--- config.mk ---
export PLATFORM = sky130hd
export DESIGN_NAME = seg7_scan_decoder
export DESIGN_NICKNAME = d
export VERILOG_FILES = /design/src/rtl/seg7_pkg.sv /design/src/rtl/seg7_patt_to_hex.sv /design/src/rtl/seg7_scan_decoder.sv
export SDC_FILE = /design/constraint.sdc
export NUM_CORES = 1
export LEC_CHECK = 0
export ABC_AREA = 1
export BUFFER_PORTS_ARGS = -buffer_cell sky130_fd_sc_hd__buf_2
export CORE_AREA = 2 2 103 105
export DETAILED_ROUTE_END_ITERATION = 8
export DIE_AREA = 0 0 105 107
export HOLD_SLACK_MARGIN = 0.02
export PLACE_DENSITY_LB_ADDON = 0.08
export SYNTH_ARGS = -nofsm -noshare
export SYNTH_HDL_FRONTEND = slang
export SYNTH_HIERARCHICAL = 1
export SYNTH_SLANG_ARGS = --single-unit
--- constraint.sdc ---
create_clock -name clk -period 2.77 [get_ports clk]
set_input_delay 0.4155 -clock clk [delete_from_list [all_inputs] [get_ports clk]]
set_output_delay 0.4155 -clock clk [all_outputs]
set_load 0.1 [all_outputs]
--- src/rtl/seg7_pkg.sv ---
// seg7_pkg
//   Shared 7-segment glyph definitions used by both the hex-to-segment encoder
//   and the segment-to-hex scan decoder.
//   Patterns are active-low, ordered g..a in bits [6:0]; a 0 bit lights that segment.
//   SEG_DP is the bit position of the decimal point on the 8-bit segment bus.
package seg7_pkg;

  localparam int SEG_DP = 7;

  localparam logic [6:0] SEG_0     = 7'h40;
  localparam logic [6:0] SEG_1     = 7'h79;
  localparam logic [6:0] SEG_2     = 7'h24;
  localparam logic [6:0] SEG_3     = 7'h30;
  localparam logic [6:0] SEG_4     = 7'h19;
  localparam logic [6:0] SEG_5     = 7'h12;
  localparam logic [6:0] SEG_6     = 7'h02;
  localparam logic [6:0] SEG_7     = 7'h78;
  localparam logic [6:0] SEG_8     = 7'h00;
  localparam logic [6:0] SEG_9     = 7'h18;
  localparam logic [6:0] SEG_A     = 7'h08;
  localparam logic [6:0] SEG_B     = 7'h03;
  localparam logic [6:0] SEG_C     = 7'h46;
  localparam logic [6:0] SEG_D     = 7'h21;
  localparam logic [6:0] SEG_E     = 7'h06;
  localparam logic [6:0] SEG_F     = 7'h0E;
  localparam logic [6:0] SEG_BLANK = 7'h7F;

endpackage

--- src/rtl/seg7_patt_to_hex.sv ---
// seg7_patt_to_hex
//   Combinational inverse of the hex-to-segment encoder.
//   Ports:
//     patt    in  7  active-low segment pattern, g..a
//     nibble  out 4  decoded hex value (0 when not a legal hex glyph)
//     legal   out 1  pattern is one of the sixteen hex glyphs
//     blank   out 1  pattern is the all-dark glyph
module seg7_patt_to_hex
  import seg7_pkg::*;
(
  input  logic [6:0] patt,
  output logic [3:0] nibble,
  output logic       legal,
  output logic       blank
);

  always_comb begin
    nibble = 4'h0;
    legal  = 1'b1;
    blank  = 1'b0;
    case (patt)
      SEG_0:     nibble = 4'h0;
      SEG_1:     nibble = 4'h1;
      SEG_2:     nibble = 4'h2;
      SEG_3:     nibble = 4'h3;
      SEG_4:     nibble = 4'h4;
      SEG_5:     nibble = 4'h5;
      SEG_6:     nibble = 4'h6;
      SEG_7:     nibble = 4'h7;
      SEG_8:     nibble = 4'h8;
      SEG_9:     nibble = 4'h9;
      SEG_A:     nibble = 4'hA;
      SEG_B:     nibble = 4'hB;
      SEG_C:     nibble = 4'hC;
      SEG_D:     nibble = 4'hD;
      SEG_E:     nibble = 4'hE;
      SEG_F:     nibble = 4'hF;
      SEG_BLANK: begin
        legal = 1'b0;
        blank = 1'b1;
      end
      default:   legal = 1'b0;
    endcase
  end

endmodule

--- src/rtl/seg7_scan_decoder.sv ---
// seg7_scan_decoder
//   Reads back a multiplexed active-low 7-segment display bus and rebuilds the
//   hex word being shown, one settled digit at a time.
//   Ports:
//     clk, rst     clock and synchronous active-high reset
//     an           active-low digit selects, bit i low selects digit i
//     seg          active-low segments, [7]=dp, [6:0]=g..a
//     value        reconstructed word, digit i in value[4i+3:4i]
//     digit_valid  last capture of digit i was a legal hex glyph
//     dp           decimal point was lit on last capture of digit i
//     frame_done   one-cycle pulse when every digit has been captured since last pulse
//     err          one-cycle pulse when a captured glyph is neither hex nor blank
//     err_digit    digit index of the most recent err (held)
//     err_patt     segment pattern of the most recent err (held)
module seg7_scan_decoder
  import seg7_pkg::*;
#(
  parameter int DIGITS        = 8,
  parameter int SYNC_STAGES   = 2,
  parameter int SETTLE_CYCLES = 4
) (
  input  logic                      clk,
  input  logic                      rst,
  input  logic [DIGITS-1:0]         an,
  input  logic [7:0]                seg,
  output logic [4*DIGITS-1:0]       value,
  output logic [DIGITS-1:0]         digit_valid,
  output logic [DIGITS-1:0]         dp,
  output logic                      frame_done,
  output logic                      err,
  output logic [$clog2(DIGITS)-1:0] err_digit,
  output logic [6:0]                err_patt
);

  localparam int IW = $clog2(DIGITS);
  localparam int CW = $clog2(SETTLE_CYCLES + 1);

  logic [DIGITS-1:0] an_sync  [SYNC_STAGES];
  logic [7:0]        seg_sync [SYNC_STAGES];
  logic [DIGITS-1:0] an_s, an_prev, sel;
  logic [7:0]        seg_s, seg_prev;
  logic [CW-1:0]     cnt;
  logic [DIGITS-1:0] seen, seen_next;
  logic [IW-1:0]     idx;
  logic              one_low, stable, capture;
  logic [3:0]        nibble;
  logic              legal, blank;

  // Sync chain resets to all-ones so the bus looks like a dark display.
  always_ff @(posedge clk) begin
    if (rst) begin
      for (int s = 0; s < SYNC_STAGES; s++) begin
        an_sync[s]  <= '1;
        seg_sync[s] <= '1;
      end
    end else begin
      an_sync[0]  <= an;
      seg_sync[0] <= seg;
      for (int s = 1; s < SYNC_STAGES; s++) begin
        an_sync[s]  <= an_sync[s-1];
        seg_sync[s] <= seg_sync[s-1];
      end
    end
  end

  assign an_s  = an_sync[SYNC_STAGES-1];
  assign seg_s = seg_sync[SYNC_STAGES-1];

  // Exactly one select low: the inverted select word is a nonzero power of two.
  assign sel     = ~an_s;
  assign one_low = (sel != '0) && ((sel & (sel - 1'b1)) == '0);
  assign stable  = one_low && (an_s == an_prev) && (seg_s == seg_prev);
  assign capture = stable && (cnt == CW'(SETTLE_CYCLES - 1));

  always_comb begin
    idx = '0;
    for (int i = 0; i < DIGITS; i++) begin
      if (sel[i]) idx = IW'(i);
    end
  end

  assign seen_next = seen | (DIGITS'(1) << idx);

  seg7_patt_to_hex u_dec (
    .patt   (seg_s[6:0]),
    .nibble (nibble),
    .legal  (legal),
    .blank  (blank)
  );

  // Saturating settle counter; a capture fires only on the step into saturation,
  // so a held digit is read exactly once until the bus moves again.
  always_ff @(posedge clk) begin
    if (rst) begin
      an_prev  <= '1;
      seg_prev <= '1;
      cnt      <= '0;
    end else begin
      an_prev  <= an_s;
      seg_prev <= seg_s;
      if (!stable)
        cnt <= '0;
      else if (cnt != CW'(SETTLE_CYCLES))
        cnt <= cnt + 1'b1;
    end
  end

  // Capture registers and the per-frame seen mask.
  always_ff @(posedge clk) begin
    if (rst) begin
      value       <= '0;
      digit_valid <= '0;
      dp          <= '0;
      frame_done  <= 1'b0;
      err         <= 1'b0;
      err_digit   <= '0;
      err_patt    <= '0;
      seen        <= '0;
    end else begin
      frame_done <= 1'b0;
      err        <= 1'b0;
      if (capture) begin
        dp[idx]             <= ~seg_s[SEG_DP];
        value[idx*4 +: 4]   <= legal ? nibble : 4'h0;
        digit_valid[idx]    <= legal;
        if (!legal && !blank) begin
          err       <= 1'b1;
          err_digit <= idx;
          err_patt  <= seg_s[6:0];
        end
        if (seen_next == '1) begin
          frame_done <= 1'b1;
          seen       <= '0;
        end else begin
          seen <= seen_next;
        end
      end
    end
  end

endmodule

* Word level (Yosys, flattened, before mapping)
Memories as Yosys holds them, arrays and structs flattened.
Index checks and enable logic that the tools add are counted.
** Operators by class
- Bitwise logic cells :: 10
- Shift operators :: 3
- Muxes and demuxes :: 26
- Add/subtract/negate cells :: 3
- Reductions and logical operators :: 15
- Equal/unequal tests :: 21
- Magnitude comparators :: 2
** Operators with widths (count)
- $pmux 4 s15 :: 1
- $mux 8 :: 5
- $eq 7x7->1 const B :: 5
- $neg 5->34 :: 1
- $shift 4x34->32 const A :: 1
- $shiftx 4x34->32 :: 1
- $bwmux 32 :: 1
- $eq 7x5->1 const B :: 3
- $eq 7x6->1 const B :: 3
- $mux 3 :: 6
- $bwmux 8 :: 2
- $eq 8x8->1 :: 2
- $reduce_or 16->1 :: 1
- $eq 7x2->1 const B :: 2
- $eq 7x4->1 const B :: 2
- $mux 1 :: 9
- $and 8x8->8 :: 1
- $eq 8x8->1 const B :: 1
- $logic_not 8->1 :: 1
- $not 8->8 :: 1
- $or 8x8->8 :: 1
- $reduce_bool 8->1 :: 1
- $shl 1x3->8 const A :: 1
- $sub 8x1->8 const B :: 1
- 15 further kinds :: 27
** Storage, ports and cells
- Output and inout bits :: 60
- Memories :: 2
- Word-level logic and storage cells :: 93
- Register bits after elaboration :: 87
- Bits in writable memories :: 32
- Bits of input ports :: 18
** Memory list
- an_sync :: words 2, bits a word 8, rd ports 2, clocked after memory_dff 0, write ports 2, line seg7_scan_decoder.sv:38 : logic [DIGITS-1:0] an_sync [SYNC_STAGES];
- seg_sync :: words 2, bits a word 8, rd ports 2, clocked after memory_dff 0, write ports 2, line seg7_scan_decoder.sv:39 : logic [7:0] seg_sync [SYNC_STAGES];

* Longest topological paths before layout
Gate-level depths: netlist of the first run.
An unclocked memory read counts as a cell.
- Depth after elaboration :: 14
- Gate-level depth with buffers :: 16
- Depth with buffers taken out :: 16

* Modules after synthesis
Netlist of the first run, hierarchy kept.
** By module, submodules not included
- seg7_scan_decoder :: area an instance 5280.1 µm², sequential area each 2382.3 µm², times used 1, cells an instance 743
- seg7_patt_to_hex :: area an instance 325.3 µm², sequential area each 0.0 µm², times used 1, cells an instance 77

* Least setup slack after synthesis of the first run
No wires, ideal clock.
- Path type :: register to register
- Start :: memory an_sync[1][4], in the netlist an_sync[0][12]
- End :: register value[4]
- Data required time :: 2.644 ns
- Buffers on the path :: 1
- Setup slack :: 0.398 ns
- Setup time :: 0.126 ns
- Stages on the path, launching flop included :: 14
- Period minus slack after synthesis :: 2.372 ns
- Arrival :: 2.246 ns
- Cell sequence :: dfxtp_1 > inv_2 > a21oi_1 > nand2_1 > nand2_4 > inv_2 > ha_1 > ha_1 > inv_1 > nor2_1 > buf_2 > nand4_1 > nand2_1 > a21oi_1
** RTL lines
- start, declared :: line seg7_scan_decoder.sv:38
- end signal, assigned by index :: line seg7_scan_decoder.sv:124 : value[idx*4 +: 4] <= legal ? nibble : 4'h0;
- end, declared :: line seg7_scan_decoder.sv:26 : output logic [4*DIGITS-1:0] value,

==> flow_metrics.py, run 1 <==
metrics = {
    "worst_hold_path": {
        "whs_path_depth": 2,
        "min_from": "seg[2]",
        "hold_path_end": "seg_sync[0][2]",
        "hold_class": "primary input to register",
    },
    "clocking": {
        "clk_pin_slew_worst_paths_ns": 0.06,
        "cts_buffers": 17,
        "cts_root_buf": "clkbuf_8",
        "cts_sinks": 119,
        "holdBufCountCts": 0,
        "insertion_delay_ns": 0.52,
        "clockBufferDepth": 2,
        "cts_resized": 0,
        "post-cts-setup-buffers": 0,
        "htree_levels": 4,
        "cts_tree": "done",
    },
    "setup_path": {
        "r2r_cells": 14,
        "critPathSlowestCell": "ha_2",
        "reg2reg_slack_ns": 0.22,
        "path_cells": "inv_2 -> a21oi_1 -> nand2_1 -> nand2_4 -> inv_2 -> ha_2 -> ha_2 -> inv_2 -> nor2_1 -> buf_4 -> nand4_2 -> nand2_1 -> nand2_1 -> nor2_1",
        "max_stage_delay_ns": 0.42,
        "r2r_end": "value[8]",
        "critPathCaptureType": "register",
        "critical_path_class": "register to register",
        "crit_buf_inv": 4,
        "arrival_ns": 3.01,
        "r2r-start": "an_sync[0][12]",
        "cp_top_family": "simple AND/OR/NAND/NOR gates",
        "crit_required_ns": 3.23,
        "start_kind": "register",
        "cp_max_fo": 11,
    },
    "sta": {
        "finalCritPeriodShare": 0.9208,
        "max_freq_mhz": 392.1,
        "tightest_slew_ns": 0.7690,
        "rsz0062_at_grt": "no",
        "finalMaxSlewViolations": 0,
        "tns_ns": 0,
        "fin_crit_ns": 2.551,
        "setup_viol": 0,
        "fin_skew_ns": 0.008124,
        "maxSlewHeadroom": 0.4873,
        "hold_viol": 0,
        "fin_ws_ns": 0.2194,
    },
    "routing": {
        "drc": 0,
        "routed-wl-met3_um": 955,
        "drt-vias-per-instance": 5.021,
        "ant_nets": 0,
        "first_iter_violations": 295,
        "met2_length_mm": 6.348,
        "topRoutingLayerUsed": "met4",
        "drt-met1-wl_mm": 6.360,
        "post_drt_wl_per_cell_um": 13.11,
        "routed_wl_mm": 13.84,
        "num_vias": 5302,
        "dr.pass1.iters": 5,
    },
    "synth": {
        "yosys_warnings": 6,
        "synth.net_count": 848,
        "synth_edf_count": 0,
        "yosysUniqueCellTypes": 36,
        "yosysTopAreaCellShare": 0.4250,
        "ys_seq_area_frac": 0.4250,
        "synthArstFlopShare": 0,
        "ys_ff_latch": 119,
        "netlist_area_sq_um": 5605,
        "synth_ff_type": "dfxtp_1",
        "syn_inst": 820,
        "synth_area_per_cell_sq_um": 6.836,
        "synth_area_leader_cell": "dfxtp_1",
        "ys_top_cells_by_area": "dfxtp_1, nand2_1, nor2_1",
    },
    "placed_design": {
        "io_buffers": 77,
        "gp_congestion": 0.9454,
        "placed_area_sq_um": 6151,
        "hpwl_mm": 9.942,
        "preCtsSetupSlack_ns": 0.1427,
    },
    "power": {
        "total_power_mw": 4.332,
        "swShare": 0.2538,
        "internal_power_mw": 3.232,
        "p_clk_frac": 0.506,
        "power.switching_mw": 1.099,
        "leakage_nw": 3.682,
        "combPwrFrac": 0.087,
        "p_per_area_nw_per_um2": 637.5,
        "pwr-share-seq": 0.407,
        "ir_drop_mv": 0.3900,
    },
    "flow_run": {
        "drv_cap": 0,
    },
    "global_route": {
        "antenna_found_initial": 0,
        "gr-total-overflow": 0,
        "first_global_vias": 4901,
        "grt_pass1_wl_mm": 23.29,
        "grt.total_usage": 0.2591,
        "grt_max_degree": 51,
    },
    "final_layout": {
        "nNetsFinal": 935,
        "final_area_sq_um": 6795,
        "post_route_cells_drive_above_1_share": 0.2250,
        "area_delta_synth_final_pct": 21.23,
        "antenna_cells": 0,
        "final_core_util": 0.6733,
    },
    "die": {
        "dieArea_sq_um": 11240,
        "fp-row-count": 37,
        "die-width_um": 105,
        "ios": 78,
        "start_util": 0.5554,
        "fp.coreArea_sq_um": 10090,
        "die_h_um": 107,
    },
    "status": {
        "status": "complete, no violations",
    },
}
==> cells in the mapped netlist, types with 3 or more instances <==
cell type / instances
nand3_1: 21
nor2_1: 156
xnor2_1: 3
nor2_4: 3
nand3_2: 4
dfxtp_1: 119
nand2_2: 7
nand4_1: 26
a21oi_1: 11
clkbuf_1: 13
inv_2: 12
o21ai_1: 3
or2_2: 35
nand2_1: 205
o21bai_1: 5
inv_1: 113
nor3_1: 16
ha_1: 10
o21ai_0: 30
nor2_2: 8
==> power by group through the flow <==
stage | combinational (mW) | clock (mW) | sequential [mW]
after detailed placement | 0.344 | 0 | 1.80
after floorplan | 0.263 | 0 | 1.79
after global routing | 0.414 | 2.32 | 1.77
final | 0.376 | 2.19 | 1.76
after global placement | 0.337 | 0 | 1.80
after CTS | 0.348 | 2.23 | 1.76
==> worst max path at each step <==
stage,from,end,slack (ns),cells past startpoint
2_1_floorplan,an_sync[0][12],value[4],0.40,13
4_1_cts,an_sync[0][12],value[8],0.08,14
3_5_place_dp,an_sync[0][12],value[8],0.14,14
5_1_grt,an_sync[0][14],value[9],0.01,14
3_3_place_gp,an_sync[0][12],value[10],0.19,13
6_report,an_sync[0][12],value[8],0.22,14
==> metrics by stage <==
step | hold WS (ns) | instances
finish | 0.07337 | 1056
global placement | 0.3906 | 1024
floorplan | 0.3895 | 820
CTS | 0.05417 | 1056
detailed placement | 0.3940 | 1024
global route | 0.06454 | 1056
==> worst register-to-register path: cells and delay by family (launching register included) <==
| family | cells | cell delay, ns |
|---|---|---|
| and+or+nand+nor | 7 | 0.86 |
| adders and majority gates | 2 | 0.65 |
| buffers and inverters | 4 | 0.46 |
| DFF | 1 | 0.39 |
| AOI/OAI and AO/OA | 1 | 0.13 |
==> layout make-up <==
type / instances / area (sq um)
timing repair buffer: 86 / 452.9
fill: 927 / 3297
multi-input combinational: 558 / 2724
clock inverter: 15 / 180.2
clock buffer: 17 / 414.1
sequential: 119 / 2385
tap: 136 / 170.2
inverter: 125 / 469.2
==> layout by cell type (no fill, tap or decap), types with 3 or more instances in the layout <==
cell	netlist	layout
nand2_1	205	204
nor2_1	156	156
dfxtp_1	119	117
inv_1	113	112
buf_2	2	77
or2_2	35	35
o21ai_0	30	30
nand4_1	26	26
nand3_1	21	20
nor3_1	16	16
clkbuf_16	0	16
inv_2	12	13
a21oi_1	11	11
buf_4	2	9
nand2_2	7	8
nor2_2	8	7
ha_1	10	6
nand3_2	4	5
o21bai_1	5	5
clkinv_4	0	5
nor2_4	3	4
xnor2_1	3	3
nor3_4	2	3
o21ai_1	3	3
ha_2	0	3
bufinv_16	0	3
clkinvlp_4	0	3
clkinv_2	0	3
==> cells by family (layout without fill, tap and decap cells) <==
logic type	Yosys count	in the layout	share of synthesized area
AO/OA/AOI/OAI	51	51	0.04888
XOR/XNOR	4	4	0.006251
adder cells (fa/ha/maj)	10	10	0.02232
buffers and inverters	143	243	0.09754
flip-flops	119	119	0.4250
AND/OR/NAND/NOR	493	493	0.4000
==> layer usage <==
metal / vias up / GRT usage
li1: 2690 / -
met1: 2417 / 0.3423
met2: 179 / 0.4202
met3: 16 / 0.06201
met4: 0 / 0.08095
met5: - / 0
==> registers in the layout, indices dropped and copies added (netlist names) <==
register and cells:
frame_done 1, seg_prev 8, an_sync 16, seen 8
digit_valid 8, err 1, err_patt 7, an_prev 8
value 32, dp 8, seg_sync 16, cnt 3
err_digit 3
Power figures use the tool's default switching activity.
==> run 2: changes to the inputs <==
Settings changed: CORE_AREA 2 2 103 105 to 2 2 101 103, CTS_BUF_LIST set to sky130_fd_sc_hd__clkbuf_8, DIE_AREA 0 0 105 107 to 0 0 103 105.
Clock period 2.77 ns to 2.45 ns, I/O delays scaled along.
==> flow_metrics.py, run 2 (same netlist as run 1, synthesis figures left out) <==
metrics = {
    "clocking": {
        "cts_root_buf": "clkbuf_8",
        "clockBufferDepth": 2,
        "htree_levels": 4,
        "clk_pin_slew_worst_paths_ns": 0.07,
        "cts_sinks": 119,
        "insertion_delay_ns": 0.44,
        "cts_tree": "done",
        "cts_buffers": 17,
    },
    "setup_path": {
        "critical_path_class": "register to register",
        "r2r-start": "an_sync[0][9]",
        "critPathCaptureType": "register",
        "cp-startpoint": "an_sync[0][9]",
        "setup.worst_path.end": "seen[1]",
        "r2r_end": "seen[1]",
        "crit_required_ns": 2.77,
        "arrival_ns": 2.67,
        "r2r_cells": 16,
        "cp_max_fo": 5,
        "reg2reg_slack_ns": 0.10,
        "start_kind": "register",
    },
    "placed_design": {
        "io_buffers": 77,
        "placed_area_sq_um": 6275,
        "dp.cells": 1038,
        "gp_congestion": 0.9139,
        "hpwl_mm": 10.03,
    },
    "sta": {
        "fin_skew_ns": 0.01129,
        "hold_viol": 0,
        "maxSlewHeadroom": 0.6699,
        "finalMaxSlewViolations": 0,
        "max_freq_mhz": 425.7,
        "finalCritPeriodShare": 0.9588,
        "tightest_slew_ns": 0.4985,
        "setup_viol": 0,
        "fin_crit_ns": 2.349,
    },
    "final_layout": {
        "mostFrequentLayoutCells": "nand2_1, nor2_1, inv_1",
        "nFillCells": 841,
        "final_common_cell": "nand2_1",
        "nNetsFinal": 958,
        "post_route_cells_drive_above_1_share": 0.2513,
        "reg_top3": "value x32, an_sync x16, seg_sync x16",
        "finalNonFillerCells": 1076,
        "final_core_util": 0.7078,
        "regMostFlops": "value",
        "area_delta_synth_final_pct": 21.72,
        "final_area_sq_um": 6823,
        "antenna_cells": 0,
        "multiInputGateArea_sq_um": 2761,
        "final-seq-area_sq_um": 2394,
        "largest_register_ffs": 32,
    },
    "global_route": {
        "grt_max_degree": 49,
        "first_global_vias": 4980,
        "grt.total_usage": 0.2711,
        "gr-total-overflow": 0,
        "antenna_found_initial": 0,
        "grt_pass1_wl_mm": 22.87,
    },
    "flow_run": {
        "drv_cap": 0,
    },
    "routing": {
        "drc": 0,
        "ant_nets": 0,
        "routed_wl_mm": 14.08,
        "num_vias": 5349,
        "post_drt_wl_per_cell_um": 13.08,
        "dr.pass1.iters": 9,
        "drt-vias-per-instance": 4.971,
        "first_iter_violations": 343,
    },
    "die": {
        "fp-row-count": 36,
        "fp.coreArea_sq_um": 9639,
        "dieArea_sq_um": 10820,
        "die_h_um": 105,
        "ios": 78,
        "die-width_um": 103,
        "start_util": 0.5815,
    },
    "worst_hold_path": {
        "whs_path_depth": 2,
        "hold_class": "primary input to register",
    },
    "power": {
        "p_per_area_nw_per_um2": 632.6,
        "pwr-share-seq": 0.461,
        "leakage_nw": 3.737,
        "combPwrFrac": 0.114,
        "total_power_mw": 4.316,
        "p_clk_frac": 0.425,
        "power.switching_mw": 1.155,
        "internal_power_mw": 3.161,
        "ir_drop_mv": 0.4474,
        "swShare": 0.2676,
    },
    "status": {
        "status": "complete, no violations",
    },
}
## run 2: critical path, stage by stage (launching register included)
cell and delay [ns]:
dfxtp_2 0.36, inv_2 0.05, nand2_1 0.06, nand3_1 0.08
nand2_1 0.11, nand2_4 0.06, inv_2 0.11, ha_2 0.25
ha_2 0.24, or2_2 0.13, nand3_1 0.12, nor2_4 0.16
nand4_4 0.14, nand2_1 0.12, nand2_1 0.08, o21ai_0 0.11
nor2_1 0.06
## run 2: what timing repair did
action,in CTS,in global routing
pin swaps,0,6
resized for setup,2,23
gates cloned,0,1
hold buffers,0,0
setup endpoints to repair,9,41
setup buffers,0,5
endpoints found under the hold margin,0,0
## run 2: power groups by stage
stage          combinational [mW]  clock, mW  sequential (mW)
2_1_floorplan               0.297          0             2.03
3_3_place_gp                0.439          0             2.03
3_5_place_dp                0.446          0             2.03
4_1_cts                     0.451       1.86             1.99
5_1_grt                     0.542       1.96             1.99
6_report                    0.494       1.83             1.99
## run 2: area by class of cell
cell class / instances / area share
Timing Repair Buffer: 108 / 0.09059
Sequential cell: 119 / 0.3508
Clock inverter: 15 / 0.02641
Inverter: 125 / 0.06877
Tap cell: 133 / 0.02439
Multi-Input combinational cell: 559 / 0.4047
Clock buffer: 17 / 0.03429
## run 2: stage by stage
step	hold slack, ns	setup slack [ns]	TNS (ns)
global placement	0.3913	0.09987	0
global route	0.07715	-0.05180	-0.1346
floorplan	0.3895	0.07806	0
detailed placement	0.3923	-0.06927	-0.1126
finish	0.1010	0.1011	0
CTS	0.07668	0.007300	0
## run 2: per-layer routing
| layer | up-vias | GRT usage | wire length, um |
|---|---|---|---|
| met2 | 207 | 0.4165 | 6563 |
| met5 | - | 0 | 0 |
| li1 | 2738 | - | - |
| met1 | 2377 | 0.3621 | 6213 |
| met4 | 0 | 0.1053 | 266 |
| met3 | 27 | 0.06957 | 1031 |
## run 2: how the worst min path moves through the flow
stage	startpoint	end	slack, ns
after floorplan	an_sync[0][2]	an_sync[0][10]	0.39
after global placement	seg_sync[0][6]	seg_sync[0][14]	0.39
after detailed placement	an_sync[0][2]	an_sync[0][10]	0.39
after CTS	seg[7]	seg_sync[0][7]	0.08
after global routing	seg[7]	seg_sync[0][7]	0.08
final	seg[7]	seg_sync[0][7]	0.10
